File: src/rtl/fetch_queue.sv
// Purpose: circular buffer of fetched {pc, inst} pairs between fetch and decode.
// Latency: one cycle from push to visibility on id_*; no fall-through path.
// Backpressure: if_ready drops only when full (state-only); id_valid drops when empty.
module fetch_queue #(
  parameter int ADDR_W    = 64,
  parameter int INST_W    = 32,
  parameter int DEPTH     = 4,
  parameter int AFULL_LVL = 3
) (
  input  logic                       clk,
  input  logic                       rst,
  input  logic [ADDR_W-1:0]          if_pc,
  input  logic [INST_W-1:0]          if_inst,
  input  logic                       if_valid,
  output logic                       if_ready,
  output logic                       if_afull,
  input  logic                       flush,
  output logic [ADDR_W-1:0]          id_pc,
  output logic [INST_W-1:0]          id_inst,
  output logic                       id_valid,
  input  logic                       id_ready,
  output logic [$clog2(DEPTH):0]     count,
  output logic                       id_stall_req
);

  localparam int PW = $clog2(DEPTH);
  localparam int CW = PW + 1;
  localparam logic [CW-1:0] DEPTH_C = CW'(DEPTH);
  localparam logic [CW-1:0] AFULL_C = CW'(AFULL_LVL);

  typedef struct packed {
    logic [ADDR_W-1:0] pc;
    logic [INST_W-1:0] inst;
  } entry_t;

  entry_t          mem [DEPTH];
  entry_t          head;
  logic [PW-1:0]   wr_ptr;
  logic [PW-1:0]   rd_ptr;
  logic [CW-1:0]   cnt;
  logic            push;
  logic            pop;

  // Handshake qualifiers; if_ready never looks at id_ready, so a full queue cannot pop-through.
  always_comb begin
    if_ready     = (cnt != DEPTH_C);
    id_valid     = (cnt != '0);
    push         = if_valid && if_ready;
    pop          = id_valid && id_ready;
    if_afull     = (cnt >= AFULL_C);
    id_stall_req = !rst && (cnt == '0);
    count        = cnt;
  end

  // Pointer and occupancy state; flush beats any same-cycle push or pop.
  always_ff @(posedge clk or posedge rst) begin
    if (rst) begin
      wr_ptr <= '0;
      rd_ptr <= '0;
      cnt    <= '0;
    end else if (flush) begin
      wr_ptr <= '0;
      rd_ptr <= '0;
      cnt    <= '0;
    end else begin
      if (push) wr_ptr <= wr_ptr + PW'(1);
      if (pop)  rd_ptr <= rd_ptr + PW'(1);
      if (push && !pop)      cnt <= cnt + CW'(1);
      else if (pop && !push) cnt <= cnt - CW'(1);
    end
  end

  // Entry storage needs no reset; an empty queue masks whatever is held there.
  always_ff @(posedge clk) begin
    if (push && !flush) mem[wr_ptr] <= '{pc: if_pc, inst: if_inst};
  end

  // Head presentation: zero bubble whenever nothing is valid.
  always_comb begin
    head    = mem[rd_ptr];
    id_pc   = '0;
    id_inst = '0;
    if (id_valid) begin
      id_pc   = head.pc;
      id_inst = head.inst;
    end
  end

endmodule

File: config.mk
export PLATFORM = sky130hd
export DESIGN_NAME = fetch_queue
export DESIGN_NICKNAME = d
export VERILOG_FILES = /design/src/rtl/fetch_queue.sv
export SDC_FILE = /design/constraint.sdc
export NUM_CORES = 1
export LEC_CHECK = 0
export CORE_ASPECT_RATIO = 0.8
export CORE_UTILIZATION = 44
export CTS_CLUSTER_SIZE = 20
export DETAILED_ROUTE_END_ITERATION = 7
export GPL_TIMING_DRIVEN = 0
export PLACE_DENSITY = 0.77
export RECOVER_POWER = 50
export SLEW_MARGIN = 20
export SYNTH_ARGS = -nofsm -noshare
export SYNTH_HDL_FRONTEND = slang
export SYNTH_SLANG_ARGS = --single-unit
export TNS_END_PERCENT = 20
File: constraint.sdc
create_clock -name clk -period 4.2 [get_ports clk]
set_clock_uncertainty 0.1 [all_clocks]
set_input_delay 0.42 -clock clk [delete_from_list [all_inputs] [get_ports clk]]
set_output_delay 0.42 -clock clk [all_outputs]
set_load 0.005 [all_outputs]
==> reports/results.txt <==
Num rows = 60
Synth Net Count = 781
GPL Wtd Cong = 0.7383
Worst Setup Path Type = flip-flop to output pin
Antenna viol nets, final = 0
Total Wirelength = 30280 um
Compound-Gate Fraction of Synth Area = 0.6482%
Hold Path Class = input pin to flip-flop
Slew Limit Fails = 76
Top cells by count, synth = 384 x edfxtp_1, 100 x and2_1, 96 x mux4_2
Synth area leader = edfxtp_1
Final setup violation count = 0
Most common cell in the netlist = edfxtp_1
Synth cell types = 33
Seq. cell area = 11710 um^2
Grt peak-use layer = met2
Post-synthesis adder-cell area fraction = 0.4653%
Die area = 34970 um^2
Largest net degree at the start of global routing = 46
Nets = 1031
Area growth, synth to finish = 26.69%
Vias per std cell = 5.228
Crit Path Max Fanout = 10
Wire length per cell = 21.68 um
Fin. Hold Viols = 0
DRC errors left = 0
Total track usage = 17.74%
Largest family of logic cells by synthesized area = multiplexers
Die height = 167.5 um
Yosys reg bits = 391
CP dominant cell by count = clkbuf_1
H-tree level count = 2
Worst slew pin tran = 1.719 ns
Detailed-placement wirelength estimate = 19200 um
Top delay family on crit path = buffers and inverters
Tcrit/Tclk final = 84.64%
PD cells = 586.5 nW/um^2
Number of global-route vias before repair = 7840
Status = complete, but fails checks
DIE WIDTH = 208.8 um
Worst path max stage delay = 0.70 ns
GR Util met3 = 4.220%
Reg clk slew, reported paths = 0.06 ns
Effective utilization at floorplan = 44.77%
Area of the multi-input gates = 3087 um^2
Post-Synth XOR/XNOR Area = 0.1163%
Gr ovfl total = 0
Worst EP required = 3.68 ns
Drt initial violations = 494
Tmin final = 3.555 ns
Syn_area_per_cell = 22.31 um^2
# hold bufs at CTS = 0
Met1 Use GR = 23.45%
Sink Count = 391
Critical path's slowest cell = clkbuf_1
Fmax = 281.3 MHz
DRT Pass-1 Iters = 4
Buffers & Inverters on Critical Path = 3
Fin util = 56.72%
Post-Synthesis Cells = 675
Grt met2 use = 29.64%
Failing checks = max-capacitance violations, max-slew violations
Lkg Pwr = 6.139 nW
Non-filler cells in the finished layout = 1397
Share of layout cells above drive strength 1 = 19.64%
Max_slew headroom = -14.64%
Synth area leaders = edfxtp_1 77%, mux4_2 14%, and2_1 4.2%
Core area = 33630 um^2
Ports = 204
Number of enable flip-flop cells after synthesis = 384
I/O Buffers = 200
Crit path capture type = output pin
Fillers = 2505
Sequential area share after synthesis = 77.75%
Crit path DAT = 3.03 ns
Clk root buf = clkbuf_16
Unrepaired setup endpoints after global routing = false
Synth Cell Area = 15060 um^2
Max VDD drop = 0.4364 mV
CTS tree = yes
Tot Pwr = 11.19 mW
Mux share of post-synthesis cell area = 14.58%
Total of max-cap violations = 3
Initial antenna violation count = 9
Max Buffers Root-to-Sink = 3
Vias = 7304
Simple-gate share of the synthesized area = 4.695%
Ys flop type = edfxtp_1
First-pass GRT wire length = 46130 um
CP Cell Sequence = clkbuf_1, clkbuf_1, mux4_2, and2_1, clkdlybuf4s50_1
Synth top area share = 76.58%
Yosys warnings = 0
Worst skew pair latency = 0.53 ns
Async SR Flop Fraction = 1.790%
Inst Count DP = 1317
Inserted Clock Buffers = 40
Post-CTS setup buffers = 0
Crit path launch type = flip-flop
Post_cts resized = 0
tightest hold or removal path: cells and delay by family:
kind	cells	cell delay, ns
simple gates	1	0.08
buf+inv	1	0.15
compound gates	1	0.05
state kept, by name (all words and copies together) (netlist names):
signal  count
count       3
mem       384
rd_ptr      2
wr_ptr      2
power breakdown:
group	switching (mW)	total (mW)	internal [mW]
sequential	0.0421	4.52	4.48
clock	1.44	3.43	1.99
combinational	1.36	3.24	1.88
layer usage:
layer / wire (um) / part of all wire (%) / up-vias
li1: - / - / 3255
met1: 13030 / 43 / 3776
met2: 15040 / 50 / 222
met3: 1661 / 5.5 / 49
met4: 536 / 1.8 / 2
met5: 12 / 0.040 / -
kinds of logic (layout without fill, tap and decap cells):
family / after synthesis / in the layout
other: 0 / 6
flip-flops: 391 / 391
XOR/XNOR: 2 / 2
AO/OA/AOI/OAI: 14 / 14
multiplexers: 99 / 99
AND/OR/NAND/NOR: 117 / 117
buffers and inverters: 47 / 329
adder cells (fa/ha/maj): 5 / 5
area by class of cell:
class / instances / share of cell area (%)
well taps: 434 / 2.847
multi-input cells: 237 / 16.18
plain buffers: 39 / 1.213
inverters: 8 / 0.1574
clock buffers: 49 / 5.536
repair buffers: 208 / 11.49
flip-flops and latches: 391 / 61.37
clock inverters: 25 / 1.128
diodes: 6 / 0.07871
worst paths after layout:
| kind | endpoint | from | cells after the start | slack (ns) |
|---|---|---|---|---|
| max | id_inst[4] | rd_ptr[1]$_DFFE_PP0P_ | 5 | 0.65 |
| min | wr_ptr[1]$_DFFE_PP0P_ | if_valid | 3 | 0.11 |
| max reg2reg | mem[0][78]$_DFFE_PP_ | count[2]$_DFFE_PP0P_ | 5 | 0.97 |
| min reg2reg | wr_ptr[1]$_DFFE_PP0P_ | wr_ptr[1]$_DFFE_PP0P_ | 2 | 0.50 |
| max in group asynchronous | rd_ptr[0]$_DFFE_PP0P_ | rst | 2 | 3.58 |
| min in group asynchronous | count[1]$_DFFE_PP0P_ | rst | 2 | 0.20 |
through the flow:
| stage | hold slack [ns] | setup TNS [ns] | area [um^2] | setup WS [ns] |
|---|---|---|---|---|
| floorplan | 0.1234 | 0 | 15060 | 0.4647 |
| detailed placement | 0.4971 | 0 | 17800 | 1.351 |
| global route | 0.1212 | 0 | 19060 | 0.4417 |
| finish | 0.1065 | 0 | 19080 | 0.6452 |
| global placement | 0.4731 | -525.24 | 17600 | -1.467 |
| CTS | 0.06189 | 0 | 19070 | 0.7580 |
cell usage in the layout (no fill, tap or decap), types with 6 or more instances in the layout:
cell             count
edfxtp_1           384
clkbuf_16           41
buf_6                6
dlygate4sd3_1      100
inv_1                8
mux4_2              96
clkinv_1             9
nor2_1              10
clkbuf_1            23
and2_1              98
dfrtp_1              7
diode_2              6
clkdlybuf4s50_1    100
buf_2               15
No activity file was read; power rests on OpenSTA's default activity.
